## src/rtl/dmem_if_if.sv

```systemverilog
// Load/store unit <-> data SRAM bundle: request, SRAM and response channels.
// The master side is the core plus SRAM; the slave side is dmem_if.
interface dmem_if_if #(
    parameter int AW      = 16,
    parameter int SRAM_AW = 14
);
    logic               req_vld;
    logic               req_rdy;
    logic               req_we;
    logic [2:0]         req_f3;
    logic [AW-1:0]      req_a;
    logic [31:0]        req_wd;
    logic [4:0]         req_tag;

    logic [SRAM_AW-1:0] sram_a;
    logic [3:0]         sram_we;
    logic [31:0]        sram_wd;
    logic [3:0]         sram_re;
    logic [31:0]        sram_rd;

    logic               rsp_vld;
    logic               rsp_rdy;
    logic [31:0]        rsp_d;
    logic [4:0]         rsp_tag;
    logic               rsp_err;

    modport master (
        output req_vld, req_we, req_f3, req_a, req_wd, req_tag,
        input  req_rdy,
        input  sram_a, sram_we, sram_wd, sram_re,
        output sram_rd,
        input  rsp_vld, rsp_d, rsp_tag, rsp_err,
        output rsp_rdy
    );

    modport slave (
        input  req_vld, req_we, req_f3, req_a, req_wd, req_tag,
        output req_rdy,
        output sram_a, sram_we, sram_wd, sram_re,
        input  sram_rd,
        output rsp_vld, rsp_d, rsp_tag, rsp_err,
        input  rsp_rdy
    );
endinterface

```

## src/rtl/dmem_if.sv

```systemverilog
// Data-memory interface: issues byte-enabled SRAM accesses, formats load data one
// cycle later and returns one in-order response per accepted request through a FIFO.
module dmem_if #(
    parameter int AW      = 16,
    parameter int SRAM_AW = 14,
    parameter int DEPTH   = 3
) (
    input  logic     clk,
    input  logic     rstn,
    dmem_if_if.slave bus
);
    localparam int PW = (DEPTH > 1) ? $clog2(DEPTH) : 1;
    localparam int OW = $clog2(DEPTH + 1);

    typedef struct packed {
        logic [31:0] d;
        logic [4:0]  tag;
        logic        err;
    } rsp_t;

    logic          acc, req_rdy, err, st_ok, ld_ok;
    logic [1:0]    off, size;
    logic [3:0]    be;

    logic          b_vld_q, b_vld_d, b_we_q, b_we_d, b_err_q, b_err_d;
    logic [2:0]    b_f3_q, b_f3_d;
    logic [1:0]    b_off_q, b_off_d;
    logic [4:0]    b_tag_q, b_tag_d;

    logic [PW-1:0] wr_ptr_q, wr_ptr_d, rd_ptr_q, rd_ptr_d;
    logic [OW-1:0] occ_q, occ_d;
    rsp_t          fifo_q [DEPTH];
    rsp_t          entry_d;
    logic          push, pop, rsp_vld;
    logic [7:0]    rd_byte;
    logic [15:0]   rd_half;

    function automatic logic [PW-1:0] ptr_inc(input logic [PW-1:0] p);
        return (p == PW'(DEPTH - 1)) ? '0 : p + 1'b1;
    endfunction

    // Issue stage: admission depends only on registered state, never on rsp_rdy.
    always_comb begin
        // NOTE: every output of a combinational block gets a default first so no path infers a latch.
        off     = bus.req_a[1:0];
        size    = bus.req_f3[1:0];
        req_rdy = !rstn && ((int'(occ_q) + int'(b_vld_q)) < DEPTH);
        acc     = bus.req_vld && req_rdy;
        err     = (size == 2'd3) || (bus.req_f3[2] && (bus.req_f3[1] || bus.req_we))
               || ((size == 2'd1) && off[0]) || ((size == 2'd2) && (off != 2'd0));
        be      = '0;
        case (size)
            2'd0:    be = 4'b0001 << off;
            2'd1:    be = 4'b0011 << off;
            2'd2:    be = 4'b1111;
            default: be = '0;
        endcase
        st_ok = acc && bus.req_we && !err;
        ld_ok = acc && !bus.req_we && !err;

        bus.req_rdy = req_rdy;
        bus.sram_we = st_ok ? be : '0;
        bus.sram_re = ld_ok ? be : '0;
        bus.sram_a  = acc ? bus.req_a[SRAM_AW+1:2] : '0;
        bus.sram_wd = '0;
        if (st_ok) begin
            case (size)
                2'd0:    bus.sram_wd = {4{bus.req_wd[7:0]}};
                2'd1:    bus.sram_wd = {2{bus.req_wd[15:0]}};
                default: bus.sram_wd = bus.req_wd;
            endcase
        end
    end

    always_comb begin
        b_vld_d = acc;
        b_we_d  = b_we_q;
        b_f3_d  = b_f3_q;
        b_off_d = b_off_q;
        b_tag_d = b_tag_q;
        b_err_d = b_err_q;
        if (acc) begin
            b_we_d  = bus.req_we;
            b_f3_d  = bus.req_f3;
            b_off_d = off;
            b_tag_d = bus.req_tag;
            b_err_d = err;
        end
    end

    // Stage B: lane select and extension of the word read in the previous cycle.
    always_comb begin
        rd_byte = bus.sram_rd[{b_off_q, 3'b000} +: 8];
        rd_half = bus.sram_rd[{b_off_q[1], 4'b0000} +: 16];
        entry_d = '{d: '0, tag: b_tag_q, err: b_err_q};
        if (!b_we_q && !b_err_q) begin
            case (b_f3_q)
                3'd0:    entry_d.d = {{24{rd_byte[7]}}, rd_byte};
                3'd4:    entry_d.d = {24'd0, rd_byte};
                3'd1:    entry_d.d = {{16{rd_half[15]}}, rd_half};
                3'd5:    entry_d.d = {16'd0, rd_half};
                3'd2:    entry_d.d = bus.sram_rd;
                default: entry_d.d = '0;
            endcase
        end
    end

    // A push into a full FIFO only happens alongside a pop, so occupancy never exceeds DEPTH.
    always_comb begin
        rsp_vld  = (occ_q != '0);
        push     = b_vld_q;
        pop      = rsp_vld && bus.rsp_rdy;
        wr_ptr_d = push ? ptr_inc(wr_ptr_q) : wr_ptr_q;
        rd_ptr_d = pop ? ptr_inc(rd_ptr_q) : rd_ptr_q;
        occ_d    = occ_q + OW'(push) - OW'(pop);

        bus.rsp_vld = rsp_vld;
        bus.rsp_d   = rsp_vld ? fifo_q[rd_ptr_q].d   : '0;
        bus.rsp_tag = rsp_vld ? fifo_q[rd_ptr_q].tag : '0;
        bus.rsp_err = rsp_vld ? fifo_q[rd_ptr_q].err : 1'b0;
    end

    always_ff @(posedge clk or posedge rstn) begin
        if (rstn) begin
            b_vld_q  <= 1'b0;
            b_we_q   <= 1'b0;
            b_f3_q   <= '0;
            b_off_q  <= '0;
            b_tag_q  <= '0;
            b_err_q  <= 1'b0;
            wr_ptr_q <= '0;
            rd_ptr_q <= '0;
            occ_q    <= '0;
        end else begin
            // NOTE: non-blocking assignments so every flop samples the pre-edge values.
            b_vld_q  <= b_vld_d;
            b_we_q   <= b_we_d;
            b_f3_q   <= b_f3_d;
            b_off_q  <= b_off_d;
            b_tag_q  <= b_tag_d;
            b_err_q  <= b_err_d;
            wr_ptr_q <= wr_ptr_d;
            rd_ptr_q <= rd_ptr_d;
            occ_q    <= occ_d;
        end
    end

    always_ff @(posedge clk) begin
        // NOTE: payload storage is not reset; occupancy gates every read of it.
        if (push) fifo_q[wr_ptr_q] <= entry_d;
    end
endmodule

```

## src/flat_wrapper.sv

```systemverilog
// flat-port wrapper written by rule: the top's interface ports become plain ports
module dmem_if_flat 
#(
    parameter int AW      = 16,
    parameter int SRAM_AW = 14,
    parameter int DEPTH   = 3
)
  (clk, rstn, bus_req_vld, bus_req_we, bus_req_f3, bus_req_a, bus_req_wd, bus_req_tag, bus_req_rdy, bus_sram_a, bus_sram_we, bus_sram_wd, bus_sram_re, bus_sram_rd, bus_rsp_vld, bus_rsp_d, bus_rsp_tag, bus_rsp_err, bus_rsp_rdy);
  dmem_if_if #(.AW(AW), .SRAM_AW(SRAM_AW)) bus_i ();
  input  logic clk;
  input  logic rstn;
  input wire logic [$bits(bus_i.req_vld)-1:0] bus_req_vld;
  input wire logic [$bits(bus_i.req_we)-1:0] bus_req_we;
  input wire logic [$bits(bus_i.req_f3)-1:0] bus_req_f3;
  input wire logic [$bits(bus_i.req_a)-1:0] bus_req_a;
  input wire logic [$bits(bus_i.req_wd)-1:0] bus_req_wd;
  input wire logic [$bits(bus_i.req_tag)-1:0] bus_req_tag;
  output wire logic [$bits(bus_i.req_rdy)-1:0] bus_req_rdy;
  output wire logic [$bits(bus_i.sram_a)-1:0] bus_sram_a;
  output wire logic [$bits(bus_i.sram_we)-1:0] bus_sram_we;
  output wire logic [$bits(bus_i.sram_wd)-1:0] bus_sram_wd;
  output wire logic [$bits(bus_i.sram_re)-1:0] bus_sram_re;
  input wire logic [$bits(bus_i.sram_rd)-1:0] bus_sram_rd;
  output wire logic [$bits(bus_i.rsp_vld)-1:0] bus_rsp_vld;
  output wire logic [$bits(bus_i.rsp_d)-1:0] bus_rsp_d;
  output wire logic [$bits(bus_i.rsp_tag)-1:0] bus_rsp_tag;
  output wire logic [$bits(bus_i.rsp_err)-1:0] bus_rsp_err;
  input wire logic [$bits(bus_i.rsp_rdy)-1:0] bus_rsp_rdy;
  assign bus_i.req_vld = bus_req_vld;
  assign bus_i.req_we = bus_req_we;
  assign bus_i.req_f3 = bus_req_f3;
  assign bus_i.req_a = bus_req_a;
  assign bus_i.req_wd = bus_req_wd;
  assign bus_i.req_tag = bus_req_tag;
  assign bus_req_rdy = bus_i.req_rdy;
  assign bus_sram_a = bus_i.sram_a;
  assign bus_sram_we = bus_i.sram_we;
  assign bus_sram_wd = bus_i.sram_wd;
  assign bus_sram_re = bus_i.sram_re;
  assign bus_i.sram_rd = bus_sram_rd;
  assign bus_rsp_vld = bus_i.rsp_vld;
  assign bus_rsp_d = bus_i.rsp_d;
  assign bus_rsp_tag = bus_i.rsp_tag;
  assign bus_rsp_err = bus_i.rsp_err;
  assign bus_i.rsp_rdy = bus_rsp_rdy;
  dmem_if #(.AW(AW), .SRAM_AW(SRAM_AW), .DEPTH(DEPTH)) u_core (.clk(clk), .rstn(rstn), .bus(bus_i));
endmodule
```

## config.mk

```make
export PLATFORM = sky130hd
export DESIGN_NAME = dmem_if_flat
export DESIGN_NICKNAME = d
export VERILOG_FILES = /design/src/rtl/dmem_if_if.sv /design/src/rtl/dmem_if.sv /design/src/flat_wrapper.sv
export SDC_FILE = /design/constraint.sdc
export NUM_CORES = 1
export LEC_CHECK = 0
export BUFFER_PORTS_ARGS = -buffer_cell sky130_fd_sc_hd__buf_2
export CORE_AREA = 5 5 205 108
export CTS_CLUSTER_SIZE = 14
export DETAILED_ROUTE_END_ITERATION = 7
export DIE_AREA = 0 0 210 113
export GPL_TIMING_DRIVEN = 1
export HOLD_SLACK_MARGIN = 0.02
export PLACE_DENSITY = 0.59
export REMOVE_ABC_BUFFERS = 1
export SLEW_MARGIN = 15
export SYNTH_ARGS = -nofsm -noshare
export SYNTH_HDL_FRONTEND = slang
export SYNTH_SLANG_ARGS = --single-unit
```

## constraint.sdc

```tcl
create_clock -name clk -period 4.9 [get_ports clk]
set_clock_uncertainty 0.2 [all_clocks]
set_input_delay 0.49 -clock clk [delete_from_list [all_inputs] [get_ports clk]]
set_output_delay 0.49 -clock clk [all_outputs]
set_load 0.01 [all_outputs]
```

# Word-level counts from Yosys, hierarchy flattened
# Memories as Yosys holds them, arrays and structs flattened.
# Index checks and enable logic that the tools add are counted.
[classes]
add_sub_neg = 5
magnitude_cmp = 1
eq_ne = 9
n_shift = 4
mux = 15
reduce_logical = 24
[ops]
columns = ["cell", "count"]
rows = [
  ["32-bit one-hot mux with 5 select lines", 1],
  ["32-bit 2-to-1 mux", 3],
  ["32-bit one-hot mux with 2 select lines", 1],
  ["32-bit by 3-bit < comparator with 1-bit output, second input constant", 1],
  ["32-bit by 6-bit variable part select with 16-bit output", 1],
  ["32-bit by 6-bit variable part select with 8-bit output", 1],
  ["14-bit 2-to-1 mux", 1],
  ["4-bit one-hot mux with 3 select lines", 1],
  ["1-bit logical AND", 11],
  ["2-bit == test, second input constant", 4],
  ["4-bit 2-to-1 mux", 2],
  ["3-bit == test, second input constant", 2],
  ["1-bit logical NOT", 5],
  ["5-bit 2-to-1 mux", 1],
  ["2-bit by 1-bit adder with 2-bit output, second input constant", 2],
  ["1-bit logical OR", 4],
  ["2-bit 2-to-1 mux", 2],
  ["2-bit nonzero test", 2],
  ["1-bit by 2-bit left shift with 4-bit output, first input constant", 1],
  ["2-bit by 2-bit left shift with 4-bit output, first input constant", 1],
  ["2-bit by 1-bit adder with 3-bit output", 1],
  ["3-bit by 1-bit == test with 1-bit output, second input constant", 1],
  ["3-bit by 2-bit == test with 1-bit output, second input constant", 1],
  ["3-bit logical NOT", 1],
  ["5 further kinds", 7],
]
[word_totals]
regBits = 19
mem_bits_rw = 114
input_bits = 93
out_inout_bits = 94
wordCells = 68
memories = 1
[memory_table]
columns = ["memory", "depth", "word_bits", "rd", "rd_clocked_by_memory_dff", "write_ports", "line_no", "rtl"]
rows = [
  ["u_core.fifo_q", 3, 38, 1, 0, 1, "dmem_if.sv:32", "rsp_t fifo_q [DEPTH];"],
]

# Longest topological paths before layout
# Gate-level depths: netlist of the first run.
[logic_depth]
word_depth = 8
mapped_depth = 7
depth_no_buf = 7

# Least setup slack after synthesis of the first run
# OpenSTA, ideal clock, no wires.
[synth_path]
path_type = "reg-to-reg"
from = "register u_core.wr_ptr_q[1]"
to = "memory u_core.fifo_q[1][0] (netlist bit), enable pin"
setup_ns = 0.435
arrival_time_ns = 2.153
t_required_ns = 4.265
path_slack_ns = 2.113
stages_incl_launch_ff = 3
path_buffers = 0
synth_period_minus_slack_ns = 2.787
cell_sequence = "dfrtp_1 > nand2b_1 > nor2_1"
[synth_rtl]
columns = ["element", "line_no", "rtl"]
rows = [
  ["from (decl)", "dmem_if.sv:30", "logic [PW-1:0] wr_ptr_q, wr_ptr_d, rd_ptr_q, rd_ptr_d;"],
  ["from (signal assigned)", "dmem_if.sv:142", "wr_ptr_q <= wr_ptr_d;"],
  ["to (decl)", "dmem_if.sv:32", ""],
]
# No word-level cell before the write port.

# Final worst setup path of the first run
[layout_path]
from = "register u_core.occ_q[0]"
to = "output bus_sram_re[2]"
[layout_via]
elab_chain_cells = 7
[layout_rtl]
columns = ["element", "line_no", "rtl"]
rows = [
  ["from (decl)", "dmem_if.sv:31", "logic [OW-1:0] occ_q, occ_d;"],
  ["from (signal assigned)", "dmem_if.sv:133", "occ_q <= '0;"],
  ["from (signal assigned)", "dmem_if.sv:144", "occ_q <= occ_d;"],
  ["2-bit by 1-bit adder with 3-bit output", "dmem_if.sv:47", "req_rdy = !rstn && ((int'(occ_q) + int'(b_vld_q)) < DEPTH);"],
  ["32-bit by 3-bit < comparator with 1-bit output", "dmem_if.sv:47", ""],
  ["1-bit logical AND", "dmem_if.sv:47", ""],
  ["1-bit logical AND", "dmem_if.sv:48", "acc = bus.req_vld && req_rdy;"],
  ["1-bit logical AND (2 in series)", "dmem_if.sv:59", "ld_ok = acc && !bus.req_we && !err;"],
  ["4-bit 2-to-1 mux", "dmem_if.sv:63", "bus.sram_re = ld_ok ? be : '0;"],
  ["to (decl)", "flat_wrapper.sv:22", "output wire logic [$bits(bus_i.sram_re)-1:0] bus_sram_re;"],
]
# Every way passes these cells.

==> results of run 1 <==
==> cell type report <==
cell class	instances	area (sq um)	area share (%)
antenna	1	2.50	0.0290
clock buffer	23	488	5.65
clock inverter	9	125	1.45
inverter	17	63.8	0.739
multi-input combinational	358	2740	31.7
sequential	133	3900	45.2
tap	273	342	3.96
timing repair buffer	192	976	11.3
==> routing by layer <==
metal / track usage (%) / up-vias
li1: - / 2379
met1: 22.4 / 2547
met2: 25.0 / 180
met3: 5.48 / 27
met4: 4.65 / 6
met5: 0 / -
==> power by group through the flow <==
stage	combinational (W)	sequential [W]	clock [W]
finish	0.00172	0.00178	0.00131
global route	0.00189	0.00182	0.00139
CTS	0.00175	0.00179	0.00133
detailed placement	0.00174	0.00181	0
global placement	0.00171	0.00179	0
floorplan	0.00111	0.00173	0
==> layout by cell type (no fill, tap or decap), types with 5 or more instances in the layout <==
cell       netlist  layout
nor2_1          74      71
mux2i_1         62      62
and3_1          15      14
buf_2           16     186
or3_1            8       8
a31oi_2          9       9
a31oi_1          6       6
a22oi_1          8       8
dfrtp_1         19      17
inv_1           16      16
mux2_2          65      65
edfxtp_1       114     114
nand2_1         28      28
a32oi_1          8       8
clkbuf_16        0      17
a21oi_1         23      23
buf_4            1       6
a21o_1           5       5
o21ai_0         13      13
==> metrics by stage <==
step                utilization [%]  hold slack, ps
CTS                            43.0            34.2
detailed placement             39.9             275
finish                         43.0            26.8
global route                   43.0             103
floorplan                         -             241
global placement               39.9             266
==> cell families after synthesis <==
family                   count (synthesis)  share of synthesized area [%]
AO/OA/AOI/OAI                           85                           9.34
multiplexers                           128                           20.0
XOR/XNOR                                 2                          0.255
adder cells (fa/ha/maj)                  4                          0.728
AND/OR/NAND/NOR                        139                           9.12
buffers and inverters                   60                           3.86
flip-flops                             133                           56.7
==> registers in the layout (all words and copies together) (netlist names) <==
name             cells
u_core.b_tag_q       5
u_core.b_vld_q       1
u_core.occ_q         2
u_core.b_f3_q        3
u_core.wr_ptr_q      2
u_core.b_off_q       2
u_core.rd_ptr_q      2
u_core.fifo_q      114
u_core.b_err_q       1
u_core.b_we_q        1
==> worst paths after layout <==
path | to
hold / removal | u_core.b_tag_q[4]
setup / recovery | bus_sram_re[2]
max in group asynchronous | u_core.rd_ptr_q[0]
min in group clk | u_core.b_tag_q[2]
hold reg to reg | u_core.fifo_q[2][5]
setup reg to reg | u_core.b_err_q
==> critical path: stages (launching register included) <==
cell,delay (ps)
dfrtp_1,430
ha_1,240
ha_1,290
a211oi_2,760
o2111ai_1,400
a21oi_1,310
buf_2,180
==> metrics.md, run 1 <==
| Metric | Value |
|---|---|
| Final Power | 0.00482 W |
| Worst Max-Slew Pin Slew | 1110 ps |
| HP Class | input pin to async pin |
| Post-CTS Setup Repair Bufs | 0 |
| Clock sink total | 133 |
| Cell taking the most area after synthesis | edfxtp_1 |
| Setup_tns | 0 ps |
| Outcome | finished, final reports clean |
| Vias in the first global route | 5,434 |
| Core box area | 20,100 sq um |
| Setup WS post-layout | 1190 ps |
| Comb power frac | 35.7% |
| Share of the synthesized area in the top cell type | 49.8% |
| HPWL after DPL | 13,900 um |
| DP Area | 8020 sq um |
| Fill count | 1,922 |
| Final hold vios | 0 |
| Max Slew Vio Count | 0 |
| Met3 wire length | 1380 um |
| Psw | 0.00171 W |
| Io pins | 187 |
| EDFF count, synth | 114 |
| Synth cell types | 46 |
| Clock share of power | 27.2% |
| Hold buffers post-CTS | 0 |
| Ys Warns | 0 |
| CTS tree | built |
| Crit path from | u_core.occ_q[0] |
| Clock transition at path regs | 50 ps |
| Non-Filler Instances | 1,006 |
| DR iter-0 viols | 260 |
| Arrival time worst endpoint | 3020 ps |
| Average wire per standard cell | 19.5 um |
| Setup slack at placement | 1630 ps |
| Gr ovfl total | 0 |
| Post-cts sizing count | 0 |
| Post-synth top cells | edfxtp_1 (114), nor2_1 (74), mux2_2 (65) |
| Initial core utilization | 34.2% |
| Critical path launch point type | flop |
| Mean Syn Cell Area | 12.5 sq um |
| CTS buffer count | 17 |
| Routability cong. | 0.931 |
| PD cells | 558 nW/um^2 |
| Min cycle time layout | 3710 ps |
| Cells after Synth | 551 |
| #FFs+latches synth | 133 |
| First-pass GRT wire length | 30,100 um |
| Area of the mapped netlist | 6880 sq um |
| Peak supply drop | 0.274 mV |
| MaxCap Viol Count | 0 |
| Final Cycle Share | 75.7% |
| Placed insts | 973 |
| Longest Clk Path Bufs | 2 |
| Worst EP required | 4210 ps |
| Main synth FF type | edfxtp_1 |
| Gr usage total | 16.3% |
| R2R setup slack | 1720 ps |
| Worst setup EP type | primary output |
| Layout cell share with drive strength beyond 1 | 42.8% |
| Final setup violation count | 0 |
| Final WL | 19,600 um |
| Die area | 23,700 sq um |
| Pin count of the biggest net entering global routing | 42 |
| WL met2 | 8760 um |
| Ys async rst share | 14.3% |
| Area contributors post-synth | edfxtp_1 (50%), mux2_2 (11%), mux2i_1 (9.0%) |
| Post-Layout Inst Area | 8630 sq um |
| Sw Ratio | 35.5% |
| Sequential-to-total area share from yosys stat | 56.7% |
| Drt via density | 5.11 |
| Peak Freq | 270 MHz |
| Total Nets Final | 816 |
| CTS H-tree depth | 4 |
| Area grow syn2layout | 25.6% |
| Wl on met1 | 9140 um |
| Die width | 210 um |
| IO buf count | 186 |
| Cell Rows | 37 |
| # DRC | 0 |
| Worst Reg2Reg Path Length in Cells | 6 |
| Slew HR | 26.1% |
| RSZ-0062 raised after global routing | false |
| Internal power | 0.00311 W |
| Most frequent cell after synthesis | edfxtp_1 |
| Die Y | 113 um |
| P_leak | 3.55 nW |
| Initial antenna violation count | 3 |
| Pre-antenna DRT Iters | 5 |
| CTS Root Cell | clkbuf_16 |
| Crit-path max FO | 19 |
| Clk_lat worst skew | 410 ps |
| Setup Crit Path Kind | flop to primary output |
| Sequential share of power | 37.0% |
| Vias | 5,139 |
| Worst R2R Start | u_core.occ_q[0] |
| Top Layer Used | met5 |
| Post-DRT Antenna Nets | 0 |
Note: power is estimated with default switching activity, not from simulation.
==> inputs of run 2 (changes only) <==
ABC_AREA = 1   (was unset)
clock period = 3.7 ns   (was 4.9 ns; I/O delays follow)
==> metrics.md, run 2 <==
| Metric | Value |
|---|---|
| Outcome | finished, final reports clean |
| Gr ovfl total | 0 |
| Final setup violation count | 0 |
| Commonest non-fill, non-tap cells in the layout | nand2_1 (277), buf_2 (186), edfxtp_1 (114) |
| Die area | 23,700 sq um |
| CTS buffer count | 17 |
| Max Slew Vio Count | 0 |
| Area grow syn2layout | 26.8% |
| Post-synth top cells | nand2_1 (277), edfxtp_1 (114), inv_1 (113) |
| DP Area | 8040 sq um |
| Ys Warns | 0 |
| Final Power | 0.00661 W |
| Initial core utilization | 34.2% |
| Cell taking the most area after synthesis | edfxtp_1 |
| Multi-input logic area | 2360 sq um |
| Area contributors post-synth | edfxtp_1 (50%), nand2_1 (15%), dfrtp_1 (6.9%) |
| IO buf count | 186 |
| Worst EP required | 3130 ps |
| Worst path max stage delay | 400 ps |
| DR iter-0 viols | 521 |
| Synth cell types | 28 |
| Setup WS post-layout | 466 ps |
| Most frequent cell after synthesis | nand2_1 |
| Worst setup EP type | primary output |
| Clock sink total | 133 |
| Post-cts sizing count | 0 |
| Final WL | 20,300 um |
| Worst Max-Slew Pin Slew | 863 ps |
| Largest regs | u_core.fifo_q (114), u_core.b_tag_q (5), u_core.b_f3_q (3) |
| Peak Freq | 309 MHz |
| Pre-antenna DRT Iters | 6 |
| HP Class | input pin to flop |
| Clk_lat worst skew | 420 ps |
| Hold path depth | 3 |
| Sequential-to-total area share from yosys stat | 56.7% |
| Worst Reg2Reg Path Length in Cells | 6 |
| Setup slack at placement | 926 ps |
| Initial antenna violation count | 1 |
| Core box area | 20,100 sq um |
| Die width | 210 um |
| Io pins | 187 |
| Final hold vios | 0 |
| CTS Root Cell | clkbuf_16 |
| Main synth FF type | edfxtp_1 |
| #FFs+latches synth | 133 |
| Layout cell share with drive strength beyond 1 | 24.3% |
| Setup_tns | 0 ps |
| RSZ-0062 raised after global routing | false |
| First-pass GRT wire length | 31,800 um |
| Mean Syn Cell Area | 8.35 sq um |
| Average wire per standard cell | 15.7 um |
| Reg area | 3900 sq um |
| Vias in the first global route | 5,735 |
| Post-CTS Setup Repair Bufs | 0 |
| Share of the synthesized area in the top cell type | 49.8% |
| Die Y | 113 um |
| P_leak | 4.33 nW |
| Area of the mapped netlist | 6880 sq um |
| Cells after Synth | 823 |
| Slowest-stage cell, CP | dfrtp_1 |
| Max reg flops | 114 |
| Post-DRT Antenna Nets | 0 |
| Routability cong. | 0.853 |
| Ys async rst share | 14.3% |
| Total Nets Final | 1,104 |
| EDFF count, synth | 114 |
| Post-Layout Inst Area | 8710 sq um |
| Largest register by flop count | u_core.fifo_q |
| Crit-path most repeated cell | ha_1 |
| Fill count | 2,045 |
| Most common cell after layout, fill and taps aside | nand2_1 |
| Crit-path leading delay family | simple AND/OR/NAND/NOR gates |
| PD cells | 758 nW/um^2 |
| MaxCap Viol Count | 0 |
| Setup Crit Path Kind | flop to primary output |
| Final Cycle Share | 87.4% |
| Min cycle time layout | 3230 ps |
| Vias | 5,924 |
| CP Cell Sequence | ha_1 > ha_1 > nand2_1 > nand3_1 > nor2_2 > nand3_4 > nor2_1 > buf_2 |
| Clock transition at path regs | 60 ps |
| Worst path buffer plus inverter count | 1 |
| Hold buffers post-CTS | 8 |
| Gr usage total | 17.2% |
| CTS tree | built |
| Arrival time worst endpoint | 2660 ps |
| HPWL after DPL | 14,600 um |
| Cell Rows | 37 |
| CTS H-tree depth | 4 |
| Slew HR | 42.4% |
| Pin count of the biggest net entering global routing | 41 |
| Crit-path max FO | 36 |
| Drt via density | 4.58 |
| Peak supply drop | 0.404 mV |
| Longest Clk Path Bufs | 2 |
| Levels on crit path | 8 |
| Critical path launch point type | flop |
| # DRC | 0 |
==> run 2: cell count changes in the layout (fill, tap and decap cells not counted), moves of 15 or more <==
cell | previous run | this run
nor2_1 | 71 | 101
nand3_1 | 1 | 58
inv_1 | 16 | 113
nand2_1 | 28 | 277
mux2_2 | 65 | 0
a21oi_1 | 23 | 38
mux2i_1 | 62 | 0
==> run 2: worst paths after layout <==
check	from	end	slack [ps]
max in group asynchronous	rstn	u_core.b_off_q[1]	2370
worst min-delay path	bus_req_f3[0]	u_core.b_f3_q[0]	70
worst max register to register	u_core.b_off_q[1]	u_core.fifo_q[0][15]	1080
min in group asynchronous	rstn	u_core.b_tag_q[3]	460
worst max-delay path	u_core.occ_q[0]	bus_sram_wd[12]	470
worst min register to register	u_core.b_tag_q[0]	u_core.fifo_q[1][1]	310
==> run 2: through the flow <==
stage          hold slack [ps]  instances  util [%]
2_1_floorplan              121        784         -
3_3_place_gp               294       1253      40.0
3_5_place_dp               301       1253      40.0
4_1_cts                   50.4       1293      43.4
5_1_grt                   69.7       1294      43.4
6_report                  65.1       1294      43.4
==> run 2: area by class of cell <==
cell class,instances,share of cell area [%]
Timing Repair Buffer,204,12.5
Antenna cell,1,0.0287
Clock inverter,13,1.79
Tap cell,273,3.92
Multi-Input combinational cell,536,27.1
Sequential cell,133,44.7
Clock buffer,19,4.97
Inverter,115,4.95
==> run 2: where the power goes <==
part / switching (W) / internal (W) / total (W)
registers: 0.000183 / 0.00208 / 0.00226
clock network: 0.000639 / 0.00105 / 0.00169
logic: 0.00183 / 0.000818 / 0.00265
total: 0.00266 / 0.00395 / 0.00661
==> run 2: layer usage <==
metal / vias to the layer above / track usage, % / part of all wire, % / routed length [um]
met2: 173 / 24.4 / 41 / 8290
met1: 2753 / 26.2 / 52 / 10500
li1: 2986 / - / - / -
met3: 12 / 4.63 / 6.4 / 1290
met4: 0 / 3.91 / 1.0 / 208
met5: - / 0 / 0 / 0
==> run 2: worst reg2reg max path: stages (launching register included) <==
cell and delay [ps]:
dfrtp_1 510, inv_1 540, nand2_1 180, nand3_1 130
nand2_1 90, nand2_2 400, a21oi_1 250
==> run 2: cells by family after synthesis <==
group | share of synthesized area, %
compound gates | 6.17
buf+inv | 9.19
simple gates | 27.0
xor+xnor | 0.255
flops | 56.7
fa+ha+maj | 0.728
==> inputs of run 3 (changes only) <==
CORE_AREA = 2 2 202 105   (was 5 5 205 108)
DIE_AREA = 0 0 204 107   (was 0 0 210 113)
TNS_END_PERCENT = 10   (was unset)
==> metrics.md, run 3 (same netlist as run 2, synthesis figures left out) <==
| Metric | Value |
|---|---|
| Cell Rows | 37 |
| DP Area | 8070 sq um |
| Most common cell after layout, fill and taps aside | nand2_1 |
| Initial core utilization | 34.2% |
| Total Nets Final | 1,105 |
| HP Class | input pin to flop |
| Largest register by flop count | u_core.fifo_q |
| Clock transition at path regs | 60 ps |
| Max Slew Vio Count | 0 |
| Setup Crit Path Kind | flop to primary output |
| Initial antenna violation count | 2 |
| Vias | 5,841 |
| # DRC | 0 |
| Gr usage total | 18.2% |
| Longest Clk Path Bufs | 2 |
| Final Cycle Share | 86.9% |
| Core box area | 20,100 sq um |
| Critical path launch point type | flop |
| Routability cong. | 0.823 |
| MaxCap Viol Count | 0 |
| Crit-path max FO | 36 |
| IO buf count | 186 |
| RSZ-0062 raised after global routing | false |
| Worst path buffer plus inverter count | 1 |
| CTS tree | built |
| Drt via density | 4.51 |
| Post-Layout Inst Area | 8760 sq um |
| Largest regs | u_core.fifo_q (114), u_core.b_tag_q (5), u_core.b_f3_q (3) |
| Layout cell share with drive strength beyond 1 | 24.9% |
| Die width | 204 um |
| Post-cts sizing count | 0 |
| Fill count | 2,037 |
| Peak supply drop | 0.359 mV |
| Outcome | finished, final reports clean |
| Gr ovfl total | 0 |
| Worst EP required | 3130 ps |
| Slowest-stage cell, CP | dfrtp_1 |
| Final setup violation count | 0 |
| Crit-path leading delay family | simple AND/OR/NAND/NOR gates |
| Pin count of the biggest net entering global routing | 41 |
| First-pass GRT wire length | 30,100 um |
| Max reg flops | 114 |
| Final hold vios | 0 |
| Hold buffers post-CTS | 7 |
| CP Cell Sequence | ha_1 > ha_1 > nand2_1 > nand3_1 > nor2_2 > nand3_4 > nor2_1 > buf_2 |
| Slew HR | 44.0% |
| Post-CTS Setup Repair Bufs | 0 |
| Commonest non-fill, non-tap cells in the layout | nand2_1 (277), buf_2 (186), edfxtp_1 (114) |
| Clk_lat worst skew | 430 ps |
| Worst path max stage delay | 400 ps |
| Die area | 21,800 sq um |
| Average wire per standard cell | 14.8 um |
| Min cycle time layout | 3210 ps |
| Peak Freq | 311 MHz |
| Final WL | 19,100 um |
| Pre-antenna DRT Iters | 5 |
| CTS Root Cell | clkbuf_16 |
| Vias in the first global route | 5,439 |
| Worst setup EP type | primary output |
| Post-DRT Antenna Nets | 0 |
| Area grow syn2layout | 27.4% |
| Die Y | 107 um |
| HPWL after DPL | 13,400 um |
| CTS H-tree depth | 4 |
| CTS buffer count | 17 |
| Arrival time worst endpoint | 2640 ps |
| Clock sink total | 133 |
| P_leak | 4.37 nW |
| DR iter-0 viols | 487 |
| Io pins | 187 |
| Setup_tns | 0 ps |
| Crit-path most repeated cell | ha_1 |
| Worst Max-Slew Pin Slew | 839 ps |
| PD cells | 758 nW/um^2 |
[run 3: changes by cell type in the layout (fill, tap and decap cells not counted), sizes merged]
| cell | change |
|---|---|
| buf | +2 |
| clkinvlp | -3 |
| inv | +6 |
| diode | +1 |
| clkinv | -2 |
| dlygate4sd3 | -1 |
| clkbuf | +2 |
| bufinv | -3 |
[run 3: area by class of cell]
type	count	area, sq um	area share (%)
sequential	133	3900	44.5
multi-input combinational	536	2360	27.0
timing repair buffer	205	1100	12.6
clock buffer	21	514	5.87
inverter	115	432	4.93
tap	273	342	3.90
clock inverter	11	98.8	1.13
antenna	2	5.00	0.0571
[run 3: path summary, 6_finish.rpt]
kind	start	to	slack, ps	cells after the start
max reg2reg	u_core.occ_q[0]	u_core.b_f3_q[0]	1250	7
max	u_core.occ_q[0]	bus_sram_wd[29]	490	8
max in group asynchronous	rstn	u_core.b_f3_q[2]	2310	3
min in group asynchronous	rstn	u_core.wr_ptr_q[0]	480	3
min reg2reg	u_core.b_vld_q	u_core.wr_ptr_q[0]	290	1
min	bus_req_f3[0]	u_core.b_f3_q[0]	50	3
[run 3: layer usage]
metal | share of wire [%] | vias up | GRT usage [%]
li1 | - | 2987 | -
met1 | 53 | 2678 | 27.8
met2 | 40 | 158 | 25.0
met3 | 5.5 | 18 | 4.26
met4 | 1.0 | 0 | 5.90
met5 | 0 | - | 0
[run 3: report_power, final]
part	internal (W)	total, W	switching [W]
Sequential	0.00208	0.00225	0.000166
Combinational	0.000843	0.00267	0.00183
Clock	0.00102	0.00172	0.000698
[run 3: tightest hold or removal path: cells and delay by family]
kind / cells / cell delay, ps
AO/OA/AOI/OAI: 1 / 60
AND/OR/NAND/NOR: 1 / 60
buffers and inverters: 1 / 140
[run 3: stage by stage]
step	setup WS [ps]	hold WS (ps)	instances	util (%)	power, W
floorplan	-73.8	121	784	-	0.00388
global placement	1020	292	1255	40.2	0.00492
detailed placement	925	298	1255	40.2	0.00496
CTS	468	34.1	1294	43.6	0.00668
global route	208	86.3	1296	43.6	0.00712
finish	486	45.6	1296	43.6	0.00664
